**src/rtl/rx_serial_pkg.sv**
```systemverilog
// Shared definitions for the 7E1 serial receiver: state codes, frame width
// and the default bit period (50 MHz / 115200 baud).
package rx_serial_pkg;

    localparam int DATA_BITS            = 7;
    localparam int CLKS_PER_BIT_DEFAULT = 434;

    // Codes are exported raw on db_estado, so the values are fixed.
    typedef enum logic [3:0] {
        ESPERA     = 4'd0,
        VALIDA     = 4'd1,
        DADOS      = 4'd2,
        PARIDADE   = 4'd3,
        STOP       = 4'd4,
        FINAL      = 4'd5,
        ERRO_LINHA = 4'd6
    } estado_t;

endpackage

```
**src/rtl/rx_serial_uc.sv**
```systemverilog
// Control FSM of the 7E1 receiver. Walks start validation, seven data bits,
// parity and stop, and emits the datapath strobes:
//   zera     - clear baud counter and bit index, latch the parity select
//   conta    - advance the baud counter
//   desloca  - shift the mid-bit sample into the data register
//   amostra  - capture the parity bit
//   registra - load the output registers with the finished frame
module rx_serial_uc
    import rx_serial_pkg::*;
(
    input  logic       clock,
    input  logic       reset,
    input  logic       rx_s,
    input  logic       fim_meio,
    input  logic       fim_bit,
    input  logic       ultimo,
    input  logic       stop_erro,
    output logic       zera,
    output logic       conta,
    output logic       amostra,
    output logic       desloca,
    output logic       registra,
    output logic [3:0] db_estado
);

    estado_t estado_q;

    // State register and transition rules.
    always_ff @(posedge clock) begin
        if (reset) begin
            estado_q <= ESPERA;
        end else begin
            case (estado_q)
                ESPERA:     if (!rx_s) estado_q <= VALIDA;
                VALIDA:     if (fim_meio) estado_q <= rx_s ? ESPERA : DADOS;
                DADOS:      if (fim_bit && ultimo) estado_q <= PARIDADE;
                PARIDADE:   if (fim_bit) estado_q <= STOP;
                STOP:       if (fim_bit) estado_q <= FINAL;
                // A zero stop bit means the line may be stuck low or in a
                // break; wait for it to rise before looking for a new start.
                FINAL:      estado_q <= stop_erro ? ERRO_LINHA : ESPERA;
                ERRO_LINHA: if (rx_s) estado_q <= ESPERA;
                default:    estado_q <= ESPERA;
            endcase
        end
    end

    // Decode the datapath strobes from the current state.
    always_comb begin
        zera     = 1'b0;
        conta    = 1'b0;
        amostra  = 1'b0;
        desloca  = 1'b0;
        registra = 1'b0;
        case (estado_q)
            ESPERA, FINAL, ERRO_LINHA: zera = 1'b1;
            VALIDA: begin
                // Restart the counter at mid-start so the following samples
                // land in the middle of each bit.
                zera  = fim_meio;
                conta = !fim_meio;
            end
            DADOS: begin
                conta   = 1'b1;
                desloca = fim_bit;
            end
            PARIDADE: begin
                conta   = 1'b1;
                amostra = fim_bit;
            end
            STOP: begin
                conta    = 1'b1;
                registra = fim_bit;
            end
            default: zera = 1'b1;
        endcase
    end

    assign db_estado = estado_q;

endmodule

```
**src/rtl/rx_serial_7e1.sv**
```systemverilog
// 7E1 asynchronous serial receiver: 7 data bits LSB first, one parity bit
// (even/odd selectable), one stop bit. Holds the datapath (synchronizer,
// mod-CLKS_PER_BIT baud counter, bit index, shift register, output
// registers) around the rx_serial_uc control FSM.
// Optional feature macro: RX_BUFFER_FLAG_EN adds consome / tem_dado /
// erro_overrun for a one-character receive buffer flag.
module rx_serial_7e1
    import rx_serial_pkg::*;
#(
    parameter int CLKS_PER_BIT = CLKS_PER_BIT_DEFAULT,
    parameter int CNT_W        = 9
) (
    input  logic       clock,
    input  logic       reset,
    input  logic       dados_serial,
    input  logic       paridade,
`ifdef RX_BUFFER_FLAG_EN
    input  logic       consome,
    output logic       tem_dado,
    output logic       erro_overrun,
`endif
    output logic [6:0] dados_ascii,
    output logic       pronto,
    output logic       erro_paridade,
    output logic       erro_stop,
    output logic [3:0] db_estado
);

    localparam logic [CNT_W-1:0] CNT_MEIO = CNT_W'(CLKS_PER_BIT / 2 - 1);
    localparam logic [CNT_W-1:0] CNT_FIM  = CNT_W'(CLKS_PER_BIT - 1);
    localparam logic [2:0]       IDX_ULT  = 3'(DATA_BITS - 1);

    logic sync1_q, sync2_q, rx_s;
    logic [CNT_W-1:0] cnt_q, cnt_d;
    logic [2:0] idx_q, idx_d;
    logic [6:0] sr_q, sr_d;
    logic pbit_q, pbit_d;
    logic par_sel_q, par_sel_d;
    logic [6:0] dados_ascii_q, dados_ascii_d;
    logic pronto_q, pronto_d;
    logic erro_paridade_q, erro_paridade_d;
    logic erro_stop_q, erro_stop_d;
`ifdef RX_BUFFER_FLAG_EN
    logic tem_dado_q, tem_dado_d;
    logic erro_overrun_q, erro_overrun_d;
`endif

    logic zera, conta, amostra, desloca, registra;
    logic fim_meio, fim_bit, ultimo;

    // Two-flop synchronizer for the asynchronous RX pin; idles high.
    always_ff @(posedge clock) begin
        if (reset) begin
            sync1_q <= 1'b1;
            sync2_q <= 1'b1;
        end else begin
            sync1_q <= dados_serial;
            sync2_q <= sync1_q;
        end
    end

    assign rx_s     = sync2_q;
    assign fim_meio = (cnt_q == CNT_MEIO);
    assign fim_bit  = (cnt_q == CNT_FIM);
    assign ultimo   = (idx_q == IDX_ULT);

    rx_serial_uc u_uc (
        .clock     (clock),
        .reset     (reset),
        .rx_s      (rx_s),
        .fim_meio  (fim_meio),
        .fim_bit   (fim_bit),
        .ultimo    (ultimo),
        .stop_erro (erro_stop_q),
        .zera      (zera),
        .conta     (conta),
        .amostra   (amostra),
        .desloca   (desloca),
        .registra  (registra),
        .db_estado (db_estado)
    );

    // Next-state values for the counter, shift path and output registers.
    always_comb begin
        cnt_d           = cnt_q;
        idx_d           = idx_q;
        par_sel_d       = par_sel_q;
        sr_d            = sr_q;
        pbit_d          = pbit_q;
        dados_ascii_d   = dados_ascii_q;
        erro_paridade_d = erro_paridade_q;
        erro_stop_d     = erro_stop_q;
        pronto_d        = registra;

        // Baud counter wraps every bit period so samples stay mid-bit.
        if (zera) begin
            cnt_d = '0;
        end else if (conta) begin
            cnt_d = fim_bit ? '0 : cnt_q + 1'b1;
        end

        // The last zera before DADOS is the start validation, so the parity
        // select seen there is the one used for the whole frame.
        if (zera) begin
            idx_d     = '0;
            par_sel_d = paridade;
        end else if (desloca) begin
            idx_d = idx_q + 3'd1;
        end

        if (desloca) sr_d = {rx_s, sr_q[6:1]};
        if (amostra) pbit_d = rx_s;

        // The stop bit is taken straight from rx_s at its mid-bit sample.
        if (registra) begin
            dados_ascii_d   = sr_q;
            erro_paridade_d = (^sr_q) ^ pbit_q ^ par_sel_q;
            erro_stop_d     = ~rx_s;
        end
    end

`ifdef RX_BUFFER_FLAG_EN
    // Buffer flag: a new frame wins over a simultaneous consume.
    always_comb begin
        tem_dado_d     = tem_dado_q;
        erro_overrun_d = erro_overrun_q | (registra & tem_dado_q);
        if (registra) begin
            tem_dado_d = 1'b1;
        end else if (consome) begin
            tem_dado_d = 1'b0;
        end
    end

    // Buffer flag registers.
    always_ff @(posedge clock) begin
        if (reset) begin
            tem_dado_q     <= 1'b0;
            erro_overrun_q <= 1'b0;
        end else begin
            tem_dado_q     <= tem_dado_d;
            erro_overrun_q <= erro_overrun_d;
        end
    end

    assign tem_dado     = tem_dado_q;
    assign erro_overrun = erro_overrun_q;
`endif

    // Datapath and output registers.
    always_ff @(posedge clock) begin
        if (reset) begin
            cnt_q           <= '0;
            idx_q           <= '0;
            par_sel_q       <= 1'b0;
            sr_q            <= '0;
            pbit_q          <= 1'b0;
            dados_ascii_q   <= '0;
            pronto_q        <= 1'b0;
            erro_paridade_q <= 1'b0;
            erro_stop_q     <= 1'b0;
        end else begin
            cnt_q           <= cnt_d;
            idx_q           <= idx_d;
            par_sel_q       <= par_sel_d;
            sr_q            <= sr_d;
            pbit_q          <= pbit_d;
            dados_ascii_q   <= dados_ascii_d;
            pronto_q        <= pronto_d;
            erro_paridade_q <= erro_paridade_d;
            erro_stop_q     <= erro_stop_d;
        end
    end

    assign dados_ascii   = dados_ascii_q;
    assign pronto        = pronto_q;
    assign erro_paridade = erro_paridade_q;
    assign erro_stop     = erro_stop_q;

endmodule

```
**config.mk**
```make
export PLATFORM = sky130hd
export DESIGN_NAME = rx_serial_7e1
export DESIGN_NICKNAME = d
export VERILOG_FILES = /design/src/rtl/rx_serial_pkg.sv /design/src/rtl/rx_serial_uc.sv /design/src/rtl/rx_serial_7e1.sv
export SDC_FILE = /design/constraint.sdc
export NUM_CORES = 1
export LEC_CHECK = 0
export CORE_MARGIN = 10
export CORE_UTILIZATION = 55
export CTS_BUF_LIST = sky130_fd_sc_hd__clkbuf_2 sky130_fd_sc_hd__clkbuf_4 sky130_fd_sc_hd__clkbuf_8
export DETAILED_ROUTE_END_ITERATION = 6
export PLACE_DENSITY = 0.77
export SLEW_MARGIN = 5
export SYNTH_ARGS = -nofsm -noshare
export SYNTH_HDL_FRONTEND = slang
export SYNTH_HIERARCHICAL = 1
export SYNTH_SLANG_ARGS = --single-unit
```
**constraint.sdc**
```tcl
create_clock -name clock -period 2.5 [get_ports clock]
set_input_delay 0.5 -clock clock [delete_from_list [all_inputs] [get_ports clock]]
set_output_delay 0.5 -clock clock [all_outputs]
set_load 0.05 [all_outputs]
```
==> results by group, run 1 <==
Yosys
  – Mapped Area: 1688 sq um
  – Post-synthesis cell type count: 44
  – Top cells by area, synth: dfxtp_1 43%, mux2i_1 10%, nor2_1 7.8%
  – Asr flop ratio synth: 0%
  – Mapped Cells: 176
  – Syn_nets: between 150 and 200
  – Adder-cell share of the synthesized area: 3.706%
  – Leading area contributor after synthesis: dfxtp_1
  – Compound-Gate Fraction of Synth Area: 9.044%
  – Synth Area in XOR/XNOR: 9.118%
  – Most numerous cell in the Yosys netlist: dfxtp_1
  – Largest family of logic cells by synthesized area: simple AND/OR/NAND/NOR gates
  – Post-Synth Simple-Gate Area: 19.94%
  – Top post-synthesis cells by count: 36 x dfxtp_1, 35 x nor2_1, 17 x mux2i_1, 10 x xor2_1, 6 x inv_1
  – EDFF count, synth: 0
  – Avg Inst Size Synth: 9.590 sq um
  – Mux cell area share after synthesis: 10.08%
  – Register area share after synthesis: 42.70%
  – Yosys Warn Count: 6
  – Flops & latches, synth: 36
  – Main flop type after synthesis: dfxtp_1
  – Yosys top cell area share: 42.70%

Global routing
  – Vias in the first global route: 1247
  – Total Routing Usage GR: 12.62%
  – First-pass GRT wire length: roughly 5.5 mm
  – GRT Residual Overflow: 0
  – Initial antenna violation count: 0
  – Largest net degree at the start of global routing: 14

Worst setup path
  – Crit path DAT: approximately 1.8 ns
  – CP Data Required Time: 2.00 ns
  – Reg-to-reg startpoint: cnt_q[1]$_SDFFE_PP0P_
  – Critical path class: reg2out
  – Crit path max-delay cell type: clkdlybuf4s50_1
  – Critical Path Max Stage Delay: 0.89 ns
  – Crit-path leading delay family: buffers and inverters
  – Startpoint types: flop
  – Critical path fanouts, max: 12
  – Critical path origin: u_uc/db_estado[0]$_SDFFE_PP0P_
  – Crit-path cells: clkdlybuf4s50_1
  – Worst Setup End Kind: output port
  – Worst path bufs/invs: 1

Timing
  – Final setup TNS: 0 ns
  – Final hold vios: 0
  – Clk_skew: 0.01741 ns
  – Final period util: 92.73%
  – Tightest Pin Transition: 0.5151 ns
  – Period minus WS final: 2.318 ns
  – Max-slew violation count: 0
  – Final setup violation count: 0
  – Achievable frequency: 0.4313 GHz
  – Unrepaired setup endpoints after global routing: no
  – Worst slew margin: 65.55%

Routing
  – Drt via density: 5.524
  – Initial DRC Count: 69
  – DRC: 0
  – Final WL: 3.290 mm
  – Post-DRT Antenna Nets: 0
  – DR pass1 iterations: 4
  – DR vias: around 1300
  – Post-DR wirelength/cell: between 10 and 15 microns

Placed design
  – DP HPWL: 2.413 mm
  – Placer Congestion: 0.8574
  – Port Buffer Count: 16
  – Placed insts: 221

Clocking
  – Clock Sinks: 36
  – Worst-Skew Late Latency: 0.35 ns
  – Clock transition at path regs: 0.11 ns
  – Post-CTS resize count: 0
  – CTS Buffer Depth: 2
  – CTS tree: built
  – Post-CTS Hold Fix Bufs: 0
  – Root Driver: clkbuf_4
  – H-tree levels: 2
  – Postcts setup bufs: 0
  – CTS buffer count: 5

Finish
  – Nets: 204
  – Inserted Diodes: 0
  – Fin cells: 229
  – Ratio of cells with drive above 1 in the final layout: 11.22%
  – Area grow syn2layout: 14.83%
  – Fillers: 257

Floorplanning
  – Chip width: 75.40 microns
  – Die area: 5684 sq um
  – Core area: around 3000 sq um
  – Die Y-Extent: 75.40 microns
  – # IOs: 18
  – Rows: 20
  – Starting Density: a little under three fifths

Run status
  – Status: complete, no violations

Worst hold path
  – Worst min-delay path category: reg2reg
  – Min-delay src: sync1_q$_SDFF_PP1_

Power and ir drop
  – Cell Int Power: 0.0008743 W
  – Switching Fraction: 33.27%
  – Maximum vdd drop: approximately 0.46 mV
  – Combinational Power Share: a little over a quarter
  – P_sw: approximately 0.00044 W
  – Clock power share: 24.8%
  – Pwr dens: ~680 nW/um^2
  – LEAKAGE: 0.6926 nW
  – Sequential fraction of design power: 49.0%

Run
  – Max-cap violation count: 0
power by group through the flow:
stage	sequential (W)	combinational, W	clock, W
after floorplan	0.000669	0.000249	0
after global placement	0.000651	0.000319	0
after detailed placement	0.000654	0.000334	0
after CTS	0.000640	0.000336	0.000334
after global routing	0.000649	0.000369	0.000369
final	0.000642	0.000343	0.000326
cell families (layout without fill, tap and decap cells):
kind of cell	Yosys count	in the layout
other cells	1	1
compound gates	18	18
simple gates	66	66
flops	36	36
fa+ha+maj	5	5
mux	17	17
xor+xnor	16	16
buf+inv	17	37
metal layers:
layer | vias to the layer above | track usage, % | routed length [microns]
li1 | 641 | - | -
met1 | 594 | 14.12 | 1435
met2 | 23 | 19.45 | 1535
met3 | 7 | 6.641 | 252
met4 | 0 | 5.773 | 66
met5 | - | 0 | 0
final timing paths:
path,end,slack (ns),depth (start not counted)
hold / removal,rx_s$_SDFF_PP1_,0.42,1
setup reg to reg,cnt_q[7]$_SDFFE_PP0P_,0.22,11
hold reg to reg,rx_s$_SDFF_PP1_,0.42,1
setup / recovery,db_estado[0],0.18,1
area by class of cell:
cell class	count	area, sq um	area share, %
flip-flops and latches	36	720.7	37.19
clock inverters	1	8.758	0.4519
well taps	33	41.29	2.130
clock buffers	7	52.55	2.711
inverters	7	26.28	1.356
multi-input cells	123	883.3	45.58
repair buffers	22	205.2	10.59
placed cells by master (no fill, tap or decap), types with 3 or more instances in the layout:
cell,n
dfxtp_1,36
nor2_1,35
mux2i_1,17
clkdlybuf4s50_1,16
xor2_1,10
clkbuf_4,7
inv_1,6
buf_4,6
nand2_1,5
xnor2_1,5
ha_1,5
nand3_1,4
a21oi_1,4
nand4_1,3
stage by stage:
stage	instance area, sq um	hold WS (ns)	setup WS, ns	util (%)	total power (W)
2_1_floorplan	1688	0.3895	0.3272	-	0.0009182
3_3_place_gp	1873	0.3942	0.3065	62.38	0.0009697
3_5_place_dp	1873	0.3958	0.1865	62.38	0.0009877
4_1_cts	1934	0.4214	0.1538	64.42	0.001310
5_1_grt	1938	0.4427	0.04193	64.54	0.001387
6_report	1938	0.4205	0.1816	64.54	0.001310
state kept, by name (all words and copies together) (netlist names), 3 cells and up:
signal	count
cnt_q	9
dados_ascii	7
idx_q	3
sr_q	7
u_uc/db_estado	3
Power figures use the tool's default switching activity.
==> inputs of run 2 (changes only) <==
ABC_AREA = 1   (was not set)
SLEW_MARGIN = not set   (was 5)
==> run 2 against run 1 <==
  * Critical path depth did not move
  * Register-to-register slack gained 0.27 ns
  * Count of clock-buffer cells in the layout unchanged
  * Sequential cell count stayed put
  * Via count up 22%
  * Final cell count up 35%
  * Design area is 4.1% higher
  * Maximum frequency increased by 6.3%
  * Sequential power grew 4.8%
  * Hold slack better by 0.0096 ns
  * Setup slack improved by 0.14 ns
  * Critical path type unchanged
  * Largest cell class unchanged
  * Largest power group is now combinational logic
  * Highest routed layer unchanged
==> results by group, run 2 <==
Yosys
  – Most numerous cell in the Yosys netlist: nand2_1
  – Mapped Area: 1750 sq um (+3.7%)
  – Avg Inst Size Synth: 7.145 sq um (-26%)
  – Yosys top cell area share: 41.17% (-1.5 points)
  – Top cells by area, synth: dfxtp_1 41%, nand2_1 9.6%, inv_1 7.1%
  – Top post-synthesis cells by count: 45 x nand2_1, 36 x dfxtp_1, 33 x inv_1, 26 x nor2_1, 23 x a21oi_1
  – Flops & latches, synth: 36 (unchanged)
  – Asr flop ratio synth: 0% (unchanged)
  – Main flop type after synthesis: dfxtp_1
  – Leading area contributor after synthesis: dfxtp_1
  – Yosys Warn Count: 6 (unchanged)
  – Mapped Cells: 245 (+39%)
  – Syn_nets: 254 (+37%)
  – Post-synthesis cell type count: 33 (-25%)
  – EDFF count, synth: 0 (unchanged)
  – Register area share after synthesis: 41.17% (-1.5 points)

Run status
  – Status: complete, no violations

Power and ir drop
  – Total power: 0.001717 W (+31%)
  – Pwr dens: 850.6 nW/um^2 (+26%)
  – Maximum vdd drop: 0.4524 mV (-1.1%)
  – LEAKAGE: 0.8750 nW (+26%)

Timing
  – Final setup margin: 0.3186 ns (+0.1370 ns)
  – Achievable frequency: 0.4584 GHz (+6.3%)
  – Clk_skew: 0.01562 ns (-0.001792 ns)
  – Period minus WS final: 2.181 ns (-0.1370 ns)
  – Final hold vios: 0 (unchanged)
  – Max-slew violation count: 0 (unchanged)
  – Final setup violation count: 0 (unchanged)
  – Final period util: 87.26% (-5.5 points)
  – Unrepaired setup endpoints after global routing: no
  – Final setup TNS: 0 ns (unchanged)
  – Worst slew margin: 65.76% (+0.21 points)
  – Tightest Pin Transition: 0.5120 ns (-0.003153 ns)

Routing
  – DR pass1 iterations: 4 (unchanged)
  – Final WL: 3.414 mm (+3.8%)
  – Post-DRT Antenna Nets: 0 (unchanged)
  – DR vias: 1539 (+22%)
  – Post-DR wirelength/cell: 11.05 microns (-23%)
  – Initial DRC Count: 103 (+49%)
  – DRC: 0 (unchanged)
  – Drt via density: 4.981 (-9.8%)

Clocking
  – CTS Buffer Depth: 2 (unchanged)
  – CTS buffer count: 5 (unchanged)
  – Root Driver: clkbuf_4
  – Post-CTS resize count: 0 (unchanged)
  – Worst-Skew Late Latency: 0.35 ns (about the same)
  – H-tree levels: 2 (unchanged)
  – Postcts setup bufs: 0 (unchanged)
  – Clock Sinks: 36 (unchanged)
  – Clock transition at path regs: 0.10 ns (about the same)
  – CTS tree: built
  – Post-CTS Hold Fix Bufs: 0 (unchanged)

Worst setup path
  – Critical path class: reg2out
  – Crit path DAT: 1.68 ns (-0.14 ns)
  – Worst path bufs/invs: 1 (unchanged)
  – Critical path fanouts, max: 8 (-4)
  – WP depth: 1 (unchanged)
  – CP Data Required Time: 2.00 ns (about the same)
  – Worst Setup End Kind: output port
  – Worst Reg-to-Reg Cells: 13 (+2)
  – Crit-path leading delay family: buffers and inverters
  – Startpoint types: flop
  – Critical Path Max Stage Delay: 0.86 ns (-0.03 ns)
  – Crit path max-delay cell type: clkdlybuf4s50_1
  – Crit-path cells: clkdlybuf4s50_1

Finish
  – Fin cells: 309 (+35%)
  – Area grow syn2layout: 15.30%
  – Commonest cells after routing, fill and taps aside: 45 x nand2_1, 36 x dfxtp_1, 33 x inv_1
  – Ratio of cells with drive above 1 in the final layout: 12.45% (+1.2 points)
  – Nets: 273 (+34%)
  – Max reg flops: 9 (unchanged)
  – Biggest register: cnt_q
  – Most common cell after layout, fill and taps aside: nand2_1
  – Inserted Diodes: 0 (unchanged)

Floorplanning
  – Chip width: 76.42 microns (+1.4%)
  – Die Y-Extent: 76.42 microns (+1.4%)
  – Starting Density: 57.34% (+1.1 points)
  – Core area: 3053 sq um (+1.7%)
  – Rows: 20 (unchanged)
  – Die area: 5839 sq um (+2.7%)
  – # IOs: 18 (unchanged)

Worst hold path
  – Worst min-delay path category: reg2reg
  – Hold path depth: 1 (unchanged)

Global routing
  – Vias in the first global route: 1398 (+12%)
  – GRT Residual Overflow: 0 (unchanged)
  – Total Routing Usage GR: 12.44% (-0.18 points)
  – Largest net degree at the start of global routing: 19 (+5)
  – First-pass GRT wire length: 6.106 mm (+11%)
  – Initial antenna violation count: 0 (unchanged)

Run
  – Max-cap violation count: 0 (unchanged)

Placed design
  – Placer Congestion: 0.8773 (+2.3%)
  – Placed insts: 301 (+36%)
  – Port Buffer Count: 16 (unchanged)
  – DP Worst Slack: 0.5284 ns (+0.3419 ns)
  – DP HPWL: 2.496 mm (+3.4%)
## run 2: layout make-up
type / count / area, sq um
repair buffers: 18 / 175.2
clock inverters: 1 / 7.507
clock buffers: 7 / 58.81
multi-input cells: 166 / 862.1
fillers: 285 / 1035
inverters: 37 / 138.9
well taps: 44 / 55.05
flip-flops and latches: 36 / 720.7
## run 2: final timing paths
path,startpoint,endpoint,slack [ns]
worst max-delay path,u_uc/db_estado[0]$_SDFFE_PP0P_,db_estado[0],0.32
worst min-delay path,sync1_q$_SDFF_PP1_,rx_s$_SDFF_PP1_,0.43
worst max register to register,cnt_q[0]$_SDFFE_PP0P_,cnt_q[7]$_SDFFE_PP0P_,0.49
worst min register to register,sync1_q$_SDFF_PP1_,rx_s$_SDFF_PP1_,0.43
## run 2: through the flow
stage	hold WS, ns	instance area, sq um	utilization, %
floorplan	0.3895	1750	-
global placement	0.4045	1952	63.93
detailed placement	0.4035	1952	63.93
CTS	0.4325	2018	66.11
global route	0.4598	2018	66.11
finish	0.4301	2018	66.11
## run 2: logic make-up (layout without fill, tap and decap cells)
| kind of cell | Yosys count | after routing | share of synthesized area, % |
|---|---|---|---|
| compound gates | 46 | 46 | 13.72 |
| xor+xnor | 1 | 1 | 0.5004 |
| flops | 36 | 36 | 41.17 |
| buf+inv | 43 | 63 | 9.578 |
| simple gates | 113 | 113 | 31.24 |
| fa+ha+maj | 5 | 5 | 3.574 |
| other cells | 1 | 1 | 0.2142 |
## run 2: per-layer routing
layer	track usage [%]	vias to the layer above	wire [microns]
met5	0	-	0
met4	4.647	0	51
met3	4.835	5	211
met2	18.45	38	1476
met1	15.82	678	1676
li1	-	818	-
## run 2: power breakdown
part	switching (W)	leakage, nW	internal, W
registers	0.0000581	0.291	0.000615
clock network	0.000195	0.0349	0.000149
logic	0.000476	0.549	0.000225
total	0.000729	0.875	0.000988
==> inputs of run 3 (changes only) <==
CORE_UTILIZATION = 58   (was 55)
PLACE_DENSITY = 0.8   (was 0.77)
==> run 3 against run 2 <==
  * Register-to-register slack improved by 0.06 ns
  * Utilization rose by 5.1 points
  * First-iteration DRC count rose by 77%
  * Clock power rose by 22%
  * Highest routed layer unchanged
==> results by group, run 3 (synthesis results as in run 2) <==
Routing
  – Post-DRT Antenna Nets: 0 (unchanged)
  – Final WL: 3.515 mm (+3.0%)
  – DRC: 0 (unchanged)
  – Drt via density: 5.159 (+3.6%)
  – DR vias: 1527 (-0.78%)
  – DR pass1 iterations: 4 (unchanged)
  – Initial DRC Count: 182 (+77%)
  – Post-DR wirelength/cell: 11.88 microns (+7.5%)

Power and ir drop
  – Pwr dens: 893.1 nW/um^2 (+5.0%)
  – P_sw: 0.0007413 W (+1.7%)
  – Clock power share: 23.3% (+3.3 points)
  – LEAKAGE: 0.8857 nW (+1.2%)
  – Cell Int Power: 0.001059 W (+7.2%)
  – Sequential fraction of design power: 37.4% (-1.8 points)
  – Total power: 0.001800 W (+4.9%)
  – Combinational Power Share: 39.3% (-1.5 points)
  – Maximum vdd drop: 0.5284 mV (+17%)
  – Switching Fraction: 41.18% (-1.3 points)

Timing
  – Final period util: 87.44% (+0.18 points)
  – Unrepaired setup endpoints after global routing: no
  – Worst slew margin: 66.64% (+0.88 points)
  – Final setup TNS: 0 ns (unchanged)
  – Final hold vios: 0 (unchanged)
  – Period minus WS final: 2.186 ns (+0.004583 ns)
  – Final setup violation count: 0 (unchanged)
  – Tightest Pin Transition: 0.4988 ns (-0.01313 ns)
  – Max-slew violation count: 0 (unchanged)
  – Clk_skew: 0.009660 ns (-0.005962 ns)
  – Final setup margin: 0.3140 ns (-0.004583 ns)
  – Achievable frequency: 0.4575 GHz (-0.21%)

Worst hold path
  – Worst min-delay path category: reg2reg
  – Min-delay src: sync1_q$_SDFF_PP1_

Clocking
  – CTS tree: built
  – Postcts setup bufs: 0 (unchanged)
  – CTS buffer count: 5 (unchanged)
  – Clock Sinks: 36 (unchanged)
  – CTS Buffer Depth: 2 (unchanged)
  – Clock transition at path regs: 0.11 ns (about the same)
  – Root Driver: clkbuf_4
  – Post-CTS Hold Fix Bufs: 0 (unchanged)
  – Worst-Skew Late Latency: 0.35 ns (about the same)
  – Post-CTS resize count: 0 (unchanged)
  – H-tree levels: 2 (unchanged)

Worst setup path
  – Critical path class: reg2out
  – Crit-path leading delay family: buffers and inverters
  – CP Data Required Time: 2.00 ns (about the same)
  – Startpoint types: flop
  – Critical path origin: u_uc/db_estado[2]$_SDFFE_PP0P_
  – Crit path DAT: 1.69 ns (about the same)
  – Worst path bufs/invs: 1 (unchanged)
  – Crit path max-delay cell type: clkdlybuf4s50_1
  – Worst Setup End Kind: output port
  – Crit-path cells: clkdlybuf4s50_1
  – Reg-to-reg startpoint: cnt_q[0]$_SDFFE_PP0P_
  – Critical path fanouts, max: 7 (-1)
  – Critical Path Max Stage Delay: 0.86 ns (about the same)

Global routing
  – Vias in the first global route: 1420 (+1.6%)
  – First-pass GRT wire length: 6.175 mm (+1.1%)
  – Largest net degree at the start of global routing: 19 (unchanged)
  – Total Routing Usage GR: 13.82% (+1.4 points)
  – Initial antenna violation count: 0 (unchanged)
  – GRT Residual Overflow: 0 (unchanged)

Placed design
  – DP Worst Slack: 0.5615 ns (+0.03307 ns)
  – DP HPWL: 2.528 mm (+1.3%)
  – Port Buffer Count: 16 (unchanged)
  – Placer Congestion: 0.9242 (+5.3%)
  – Placed insts: 288 (-4.3%)

Floorplanning
  – Die area: 5615 sq um (-3.8%)
  – Die Y-Extent: 74.94 microns (-1.9%)
  – Chip width: 74.94 microns (-1.9%)
  – Core area: 2829 sq um (-7.3%)
  – Rows: 19 (-5.0%)
  – Starting Density: 61.88% (+4.5 points)
  – # IOs: 18 (unchanged)

Finish
  – Fin cells: 296 (-4.2%)
  – Ratio of cells with drive above 1 in the final layout: 12.45% (unchanged)
  – Nets: 273 (unchanged)
  – Area grow syn2layout: 15.15%
  – Commonest cells after routing, fill and taps aside: 45 x nand2_1, 36 x dfxtp_1, 33 x inv_1
  – Biggest register: cnt_q
  – Max reg flops: 9 (unchanged)
  – Inserted Diodes: 0 (unchanged)
  – Most common cell after layout, fill and taps aside: nand2_1

Run status
  – Status: complete, no violations

Run
  – Max-cap violation count: 0 (unchanged)
[run 3: changes by cell type in the layout (fill, tap and decap cells not counted), sizes merged]
cell / previous run / this run
clkbuf: 7 / 6
clkinv: 0 / 1
clkinvlp: 1 / 0
bufinv: 0 / 1
[run 3: path summary, 6_finish.rpt]
check / depth (start not counted) / endpoint / slack (ns)
hold reg to reg: 1 / rx_s$_SDFF_PP1_ / 0.44
setup reg to reg: 13 / cnt_q[8]$_SDFFE_PP0P_ / 0.55
hold / removal: 1 / rx_s$_SDFF_PP1_ / 0.44
setup / recovery: 1 / db_estado[2] / 0.31
[run 3: power by group through the flow]
stage                     sequential (W)  combinational [W]  clock, W
after global routing            0.000683           0.000800  0.000446
after CTS                       0.000673           0.000710  0.000428
after global placement          0.000685           0.000693         0
after detailed placement        0.000686           0.000704         0
final                           0.000674           0.000707  0.000419
after floorplan                 0.000754           0.000487         0
[run 3: cell type report]
type | count | area (sq um)
Clock inverter | 2 | 35.03
Clock buffer | 6 | 45.04
Inverter | 37 | 138.9
Fill cell | 237 | 813.3
Tap cell | 31 | 38.79
Timing Repair Buffer | 18 | 175.2
Sequential cell | 36 | 720.7
Multi-Input combinational cell | 166 | 862.1
[run 3: metrics by stage]
| stage | cell area [sq um] | hold WS [ns] | utilization, % |
|---|---|---|---|
| after floorplan | 1750 | 0.3895 | - |
| after global placement | 1936 | 0.4115 | 68.42 |
| after detailed placement | 1936 | 0.4070 | 68.42 |
| after CTS | 2016 | 0.4384 | 71.25 |
| after global routing | 2016 | 0.4457 | 71.25 |
| final | 2016 | 0.4359 | 71.25 |
[run 3: metal layers]
layer / up-vias / track usage, % / share of wire [%]
met2: 43 / 20.10 / 40
met1: 654 / 18.21 / 52
met5: - / 0 / 0
met3: 7 / 4.862 / 6.6
li1: 823 / - / -
met4: 0 / 5.462 / 1.8
